### config.mk
export PLATFORM = sky130hd
export DESIGN_NAME = lcd_ddram_buf
export DESIGN_NICKNAME = d
export VERILOG_FILES = /design/src/rtl/lcd_ddram_buf.sv
export SDC_FILE = /design/constraint.sdc
export NUM_CORES = 1
export LEC_CHECK = 0
export CAP_MARGIN = 20
export CORE_MARGIN = 3
export CORE_UTILIZATION = 56
export CTS_BUF_LIST = sky130_fd_sc_hd__clkbuf_8
export DETAILED_ROUTE_END_ITERATION = 7
export GPL_TIMING_DRIVEN = 0
export HOLD_SLACK_MARGIN = 0.05
export PLACE_DENSITY = 0.74
export RECOVER_POWER = 100
export SLEW_MARGIN = 10
export SYNTH_ARGS = -nofsm -noshare
export SYNTH_HDL_FRONTEND = slang
export SYNTH_SLANG_ARGS = --single-unit
export TNS_END_PERCENT = 50
### constraint.sdc
create_clock -name clk -period 6.2 [get_ports clk]
set_input_delay 1.24 -clock clk [delete_from_list [all_inputs] [get_ports clk]]
set_output_delay 1.24 -clock clk [all_outputs]
set_load 0.1 [all_outputs]
### src/rtl/lcd_ddram_buf.sv
`default_nettype none
// ============================================================================
// Module   : lcd_ddram_buf
// Brief    : 32x8 character image, one sync write port, two async read ports.
// Revision : 1.0 - initial release
// ============================================================================
module lcd_ddram_buf (
    input  logic       clk,
    input  logic       i_we,
    input  logic [4:0] i_waddr,
    input  logic [7:0] i_wdata,
    input  logic [4:0] i_raddr_a,
    output logic [7:0] o_rdata_a,
    input  logic [4:0] i_raddr_b,
    output logic [7:0] o_rdata_b
);

    logic [7:0] r_mem [32];

    always_ff @(posedge clk) begin
        if (i_we) begin
            r_mem[i_waddr] <= i_wdata;
        end
    end

    assign o_rdata_a = r_mem[i_raddr_a];
    assign o_rdata_b = r_mem[i_raddr_b];

endmodule
`default_nettype wire

; ---- After elaboration in Yosys (flattened, before gate mapping)
; Memories as Yosys holds them, arrays and structs flattened.
; Cells that the tools add are included.
[op_classes]
n_mux = 2
[op_table]
columns = cell, count
row1 = 1-bit two-way mux, 2
[word_totals]
input_bits = 25
mem_count = 1
output_inout_bits = 16
mem_bits_rw = 256
reg_bits = 0
[memory_table]
columns = name, depth, width, rd, rd_ports_with_merged_regs, wr, line
row1 = r_mem, 32, 8, 2, 0, 1, 18  ; logic [7:0] r_mem [32];

; ---- Longest topological paths before layout
; Gate-level depths: netlist of the first run.
[logic_depth]
word_depth = 2
ltp_mapped = 5

; ---- Worst setup path before layout of the first run
; Ideal clock, no wire load.
[synth_timing]
kind = in2out
startpoint = in i_raddr_b[1]
endpoint = out o_rdata_b[0]
setup_slack_ns = 1.803
stages = 5
t_required_ns = 4.960
arrival_time_ns = 3.157
path_buffers = 2
cell_sequence = clkbuf_1 > buf_1 > mux4_2 > mux4_2 > mux2_2
[synth_via]
elab_chain_len = 1
[synth_rtl]
columns = element, line
row1 = start: declaration, 14  ; input logic [4:0] i_raddr_b,
row2 = memory 32 x 8 bit, --
row3 = end: declaration, 15  ; output logic [7:0] o_rdata_b
; No other way between the ends.

; ---- Final worst setup path of the first run
[layout_timing]
startpoint = in i_raddr_b[1]
endpoint = out o_rdata_b[2]
; The elaborated chain is that of the path after synthesis.

==> flow_summary.yaml, run 1 <==
outcome:
  status: "finished with violations"
  violations: "capacitance limit, slew limit"
clock_network:
  cts_resized: 0
  clock-root-buffer: "clkbuf_8"
  clkSinkCount: 256
  cts_tree: "built"
  htree_levels: 2
  holdBufCountCts: 0
  clk_pin_slew_worst_paths_ns: 0.06
  cts_max_path_buffers: 3
  cts_buffers: 42
  cts_setup_buffers: 0
die:
  io_pins: 41
  die_w_um: 152
  start_util: 0.578
  row_count: 52
  dieArea_mm2: 0.0230
  coreArea_mm2: 0.0206
  die_height_um: 152
detailed_routing:
  drtAntennaViolNets: 0
  drt_wl_total_um: 30900
  drcViolationCount: 0
  routedWlPerCell_um: 34.5
  first_pass_iters: 5
  drt_iter0_drc: 938
  viasPerCell: 7.08
  vias: 6340
job:
  drv_cap: 2
timing:
  hold_viol: 0
  fin_crit_ns: 6.08
  clock.fmax_mhz: 164
  fin_ws_ns: 0.117
  rsz0062_at_grt: "false"
  setup_viol: 0
  tightestPinTransition_ns: 1.54
  fin_crit_sh: 0.981
  maxSlewViolCount: 65
  fin_tns_setup_ns: 0
  slew_headroom: -0.0282
synthesis:
  yosys_warnings: 0
  synth-seq-cells: 256
  seq_area_frac_synth: 0.647
  synthTopCellsByArea: "edfxtp_1 65%, mux4_2 30%, mux2_2 1.5%"
  synth_commonest_cells: "256 x edfxtp_1, 160 x mux4_2, 33 x nor2_1, 16 x buf_1, 16 x mux2_2"
  syn_nets: 541
  synth_top_area_frac: 0.647
  yosys.area.top_type: "edfxtp_1"
  synth_most_common_cell: "edfxtp_1"
  async_flop_share: 0
  synthCells: 516
  synth_area_mm2: 0.0119
  ys.flop_type: "edfxtp_1"
  syn_avg_cell_area_um2: 23.0
  yosys.cell_types.count: 14
  synth_edf_count: 256
placement:
  place_ws_ns: 0.126
  hpwlAfterDp_um: 21200
  io_buffers: 30
  gp_congestion: 0.934
cells_and_area:
  diodes: 0
  largest_reg_flops: 256
  regMostFlops: "r_mem"
  post-route-util: 0.646
  finish.net_count: 618
  syn_to_final_growth_pct: 11.7
  drive_above_1_share: 0.398
  reg_top3: "r_mem x256"
worst_setup_path:
  worst_path_max_delay_cell: "clkdlybuf4s50_1"
  cpPeakStageDelay_ns: 0.98
  path_buf_inv: 3
  cp-start-kind: "primary input"
  worstPathCellList: "clkbuf_1, clkbuf_1, mux4_2, mux4_2, mux2_2, clkdlybuf4s50_1"
  crit_fanout: 10
  critPathArrivalTime_ns: 4.84
  cp_top_family: "buffers and inverters"
  cp-end-kind: "output pin"
  crit_type: "in2out"
  cp.required_ns: 4.96
global_routing:
  grt_usage: 0.281
  grt_overflow: 0
  antenna_found_initial: 0
  grt_pass1_vias: 6381
  grt_pass1_wl_um: 44000
  grt_max_degree: 33
power:
  total_power_w: 0.00374
  ir_drop_mv: 0.242
  leakage_nw: 4.09
  power_density_mw_per_mm2: 282
min_path:
  hp-class: "in2reg"
[metal layers]
layer	routed length [um]	GRT usage
met1	11600	0.407
met2	14700	0.427
met3	3970	0.0898
met4	651	0.0683
met5	0	0
[metrics by stage]
| stage | cell area (um2) | instances | hold WS, ns |
|---|---|---|---|
| 6_report | 13300 | 895 | 1.51 |
| 5_1_grt | 13300 | 895 | 1.52 |
| 4_1_cts | 13300 | 892 | 1.87 |
| 3_5_place_dp | 12500 | 816 | 2.45 |
| 3_3_place_gp | 12500 | 816 | 2.44 |
| 2_1_floorplan | 11900 | 516 | 1.34 |
[worst paths after layout]
| path | start | endpoint | slack (ns) | depth (start not counted) |
|---|---|---|---|---|
| worst min-delay path | i_wdata[4] | r_mem[16][4]$_DFFE_PP_ | 1.51 | 1 |
| worst max-delay path | i_raddr_b[1] | o_rdata_b[2] | 0.12 | 6 |
[cells in the final DEF, fill, tap and decap left out, drive strengths merged]
master,Yosys,final
nor2,33,33
clkinv,0,17
dlygate4sd3,0,16
clkbuf,7,61
or3,1,1
bufinv,0,1
mux4,160,160
nand2,1,1
or3b,3,3
clkdlybuf4s50,0,11
mux2,16,16
edfxtp,256,256
buf,32,27
nand3,2,2
nand3b,5,5
clkinvlp,0,3
inv,0,12
[final cells by class]
| class | count | area (um2) |
|---|---|---|
| tap | 270 | 338 |
| buffer | 39 | 209 |
| sequential | 256 | 7690 |
| clock buffer | 43 | 592 |
| clock inverter | 33 | 170 |
| timing repair buffer | 33 | 293 |
| fill | 1388 | 7280 |
| multi-input combinational | 221 | 3990 |
[cells by family after synthesis]
kind of cell / synth area share
buffers and inverters: 0.0176
and+or+nand+nor: 0.0175
muxes: 0.318
DFF: 0.647
[power breakdown]
part           switching [W]  internal, W
combinational       0.000290     0.000170
clock               0.000652     0.000690
sequential        0.00000915      0.00193
(Power assumes the default switching activity.)
==> run 2: changes to the inputs <==
--- a/config.mk
+++ b/config.mk
@@ -5,10 +5,9 @@
 export SDC_FILE = /design/constraint.sdc
 export NUM_CORES = 1
 export LEC_CHECK = 0
-export CAP_MARGIN = 20
+export CAP_MARGIN = 10
 export CORE_MARGIN = 3
 export CORE_UTILIZATION = 56
-export CTS_BUF_LIST = sky130_fd_sc_hd__clkbuf_8
 export DETAILED_ROUTE_END_ITERATION = 7
 export GPL_TIMING_DRIVEN = 0
 export HOLD_SLACK_MARGIN = 0.05
==> flow_summary.yaml, run 2 (same netlist as run 1, synthesis figures left out) <==
outcome:
  status: "finished with violations"
  violations: "capacitance limit, slew limit"
worst_setup_path:
  cp-start-kind: "primary input"
  worst_path_max_delay_cell: "clkdlybuf4s50_1"
  cp.depth: 6
  crit_fanout: 10
  worstPathCellList: "clkbuf_1, clkbuf_1, mux4_2, mux4_2, mux2_2, clkdlybuf4s50_1"
  path_buf_inv: 3
  cp.required_ns: 4.96
  crit_type: "in2out"
  critPathArrivalTime_ns: 4.84
  cp_top_family: "buffers and inverters"
  cp-end-kind: "output pin"
  cpPeakStageDelay_ns: 0.98
clock_network:
  cts_setup_buffers: 0
  cts_buffers: 26
  cts_resized: 0
  cts_max_path_buffers: 3
  cts_tree: "built"
  clock-root-buffer: "clkbuf_16"
  holdBufCountCts: 0
  htree_levels: 1
  clkSinkCount: 256
  clk_pin_slew_worst_paths_ns: 0.06
die:
  dieArea_mm2: 0.0230
  start_util: 0.578
  io_pins: 41
  die_w_um: 152
  die_height_um: 152
  row_count: 52
  coreArea_mm2: 0.0206
timing:
  fin_crit_sh: 0.980
  tightestPinTransition_ns: 1.60
  fin_tns_setup_ns: 0
  holdWs_ns: 1.71
  setup_viol: 0
  slew_headroom: -0.0682
  hold_viol: 0
  clock.fmax_mhz: 165
  maxSlewViolCount: 99
  rsz0062_at_grt: "false"
  fin_crit_ns: 6.08
power:
  ir_drop_mv: 0.203
  power_density_mw_per_mm2: 296
  leakage_nw: 4.07
cells_and_area:
  regMostFlops: "r_mem"
  layout_common_cells: "256 x edfxtp_1, 160 x mux4_2, 33 x nor2_1, 27 x clkbuf_16"
  diodes: 0
  reg_top3: "r_mem x256"
  largest_reg_flops: 256
  layout_commonest_cell: "edfxtp_1"
  finish.net_count: 599
  drive_above_1_share: 0.391
  syn_to_final_growth_pct: 12.3
detailed_routing:
  routedWlPerCell_um: 36.4
  drtAntennaViolNets: 0
  viasPerCell: 7.32
  first_pass_iters: 5
  vias: 6326
  drt_wl_total_um: 31400
  drcViolationCount: 0
  drt_iter0_drc: 984
global_routing:
  grt_overflow: 0
  grt_usage: 0.285
  grt_max_degree: 33
  antenna_found_initial: 0
  grt_pass1_vias: 6280
  grt_pass1_wl_um: 45000
job:
  drv_cap: 3
min_path:
  hold_depth: 1
  hp-class: "in2reg"
placement:
  hpwlAfterDp_um: 21200
  gp_congestion: 0.934
  io_buffers: 30
## run 2: changes by cell type in the layout (fill, tap and decap cells not counted), sizes merged
cell / previous run / this run
clkbuf: 61 / 44
inv: 12 / 0
clkinv: 17 / 14
bufinv: 1 / 3
clkinvlp: 3 / 1
buf: 27 / 28
clkdlybuf4s50: 11 / 10
dlygate4sd3: 16 / 17
## run 2: stage by stage
step	power [W]	cell area (um2)	cells	util	worst slack (ns)
after CTS	0.00397	13400	864	0.650	0.108
final	0.00396	13400	864	0.649	0.122
after floorplan	0.00228	11900	516	-	1.80
after global placement	0.00243	12500	816	0.609	0.171
after detailed placement	0.00243	12500	816	0.609	0.126
after global routing	0.00406	13400	864	0.649	0.0787
## run 2: path summary, 6_finish.rpt
kind / start / to / slack [ns]
setup / recovery: i_raddr_b[1] / o_rdata_b[2] / 0.12
hold / removal: i_wdata[2] / r_mem[1][2]$_DFFE_PP_ / 1.71
## run 2: report_power, final
| part | internal (W) | switching [W] |
|---|---|---|
| logic | 0.000169 | 0.000290 |
| registers | 0.00193 | 0.00000950 |
| clock network | 0.000914 | 0.000649 |
## run 2: cell type report
class,count,area (um2)
multi-input cells,221,3990
clock inverters,18,158
well taps,270,338
clock buffers,30,687
repair buffers,30,282
fillers,1352,7210
plain buffers,39,209
flip-flops and latches,256,7690
## run 2: routing by layer
layer	wire [um]	global-route usage	share of wire
met1	12100	0.429	0.39
met2	15000	0.437	0.48
met3	3810	0.0738	0.12
met4	492	0.0535	0.016
met5	0	0	0
==> run 3: changes to the inputs <==
--- a/config.mk
+++ b/config.mk
@@ -8,6 +8,7 @@
 export CAP_MARGIN = 10
 export CORE_MARGIN = 3
 export CORE_UTILIZATION = 56
+export CTS_BUF_LIST = sky130_fd_sc_hd__clkbuf_8 sky130_fd_sc_hd__clkbuf_16
 export DETAILED_ROUTE_END_ITERATION = 7
 export GPL_TIMING_DRIVEN = 0
 export HOLD_SLACK_MARGIN = 0.05
==> flow_summary.yaml, run 3 (same netlist as run 1, synthesis figures left out) <==
global_routing:
  grt_pass1_wl_um: 45000
  grt_overflow: 0
  antenna_found_initial: 0
  met3_usage: 0.0738
  grtUsageMet2: 0.437
  grt_usage: 0.285
  grt_max_degree: 33
  top_usage_layer: "met2"
  grt_use_met1: 0.429
  grt_pass1_vias: 6280
min_path:
  hp-class: "in2reg"
  hold_path_end: "r_mem[1][2]$_DFFE_PP_"
  hold_depth: 1
  hp-start: "i_wdata[2]"
worst_setup_path:
  cpPeakStageDelay_ns: 0.97
  crit_fanout: 10
  worst_path_max_delay_cell: "clkdlybuf4s50_1"
  critPathArrivalTime_ns: 4.84
  crit_type: "in2out"
  cp-end-kind: "output pin"
  cp_top_family: "buffers and inverters"
  path_buf_inv: 3
  cp.required_ns: 4.96
  cp-start-kind: "primary input"
  worstPathCellList: "clkbuf_1, clkbuf_1, mux4_2, mux4_2, mux2_2, clkdlybuf4s50_1"
job:
  drv_cap: 3
power:
  leakage_nw: 4.09
  power_density_mw_per_mm2: 296
  p_comb_frac: 0.116
  power.switching_w: 0.000947
  clkPwrFrac: 0.394
  p_seq_frac: 0.490
  netSwitchingFraction: 0.240
  internal_power_w: 0.00300
  ir_drop_mv: 0.206
clock_network:
  clkSinkCount: 256
  clock-root-buffer: "clkbuf_16"
  holdBufCountCts: 0
  cts_setup_buffers: 0
  cts_resized: 0
  cts_buffers: 26
  cts_max_path_buffers: 3
  clk_pin_slew_worst_paths_ns: 0.06
  htree_levels: 1
  cts_tree: "built"
timing:
  fin_crit_sh: 0.981
  fin_crit_ns: 6.08
  hold_viol: 0
  maxSlewViolCount: 99
  slew_headroom: -0.0791
  fin_ws_ns: 0.117
  tightestPinTransition_ns: 1.62
  fin_tns_setup_ns: 0
  holdWs_ns: 1.72
  setup_viol: 0
  clock.fmax_mhz: 164
  rsz0062_at_grt: "false"
die:
  dieArea_mm2: 0.0230
  io_pins: 41
  die_w_um: 152
  coreArea_mm2: 0.0206
  row_count: 52
  start_util: 0.578
  die_height_um: 152
placement:
  place_ws_ns: 0.126
  hpwlAfterDp_um: 21200
  io_buffers: 30
  gp_congestion: 0.934
detailed_routing:
  drt_wl_total_um: 31400
  drcViolationCount: 0
  vias: 6329
  routedWlPerCell_um: 36.4
  viasPerCell: 7.33
  first_pass_iters: 6
  drt_iter0_drc: 982
  drtAntennaViolNets: 0
cells_and_area:
  largest_reg_flops: 256
  diodes: 0
  drive_above_1_share: 0.391
  syn_to_final_growth_pct: 12.3
  regMostFlops: "r_mem"
  reg_top3: "r_mem x256"
  layout_common_cells: "256 x edfxtp_1, 160 x mux4_2, 33 x nor2_1, 27 x clkbuf_16, 17 x dlygate4sd3_1"
  finish.net_count: 599
  layout_commonest_cell: "edfxtp_1"
  post-route-util: 0.649
outcome:
  status: "finished with violations"
  violations: "capacitance limit, slew limit"
[run 3: cell count changes in the layout (fill, tap and decap cells not counted), sizes merged]
cell    previous run  this run
inv                0         3
clkbuf            44        41
[run 3: area by class of cell]
class / instances / area, um2
buffer: 39 / 209
clock buffer: 27 / 676
clock inverter: 21 / 169
fill: 1352 / 7210
multi-input combinational: 221 / 3990
sequential: 256 / 7690
tap: 270 / 338
timing repair buffer: 30 / 282
[run 3: how the worst max path moves through the flow]
stage	start	end	slack [ns]	cells after the start
final	i_raddr_b[1]	o_rdata_b[0]	0.12	6
after global routing	i_raddr_b[1]	o_rdata_b[0]	0.08	6
after CTS	i_raddr_b[1]	o_rdata_b[0]	0.11	6
after detailed placement	i_raddr_b[1]	o_rdata_b[7]	0.13	6
after global placement	i_raddr_b[1]	o_rdata_b[0]	0.17	6
after floorplan	i_raddr_b[1]	o_rdata_b[0]	1.80	5
[run 3: through the flow]
| step | power [W] | std cells | cell area [um2] |
|---|---|---|---|
| detailed placement | 0.00243 | 816 | 12500 |
| CTS | 0.00396 | 864 | 13400 |
| global placement | 0.00243 | 816 | 12500 |
| finish | 0.00395 | 864 | 13400 |
| floorplan | 0.00228 | 516 | 11900 |
| global route | 0.00406 | 864 | 13400 |
[run 3: power by group through the flow]
stage	logic, W	registers [W]	clock network [W]
final	0.000459	0.00194	0.00156
after global routing	0.000474	0.00194	0.00164
after CTS	0.000463	0.00194	0.00156
after detailed placement	0.000461	0.00197	0
after global placement	0.000455	0.00197	0
after floorplan	0.000314	0.00197	0
[run 3: routing by layer]
metal	routed length (um)	vias to the layer above
li1	-	2420
met1	12000	3429
met2	15000	440
met3	3970	40
met4	509	0
met5	0	-
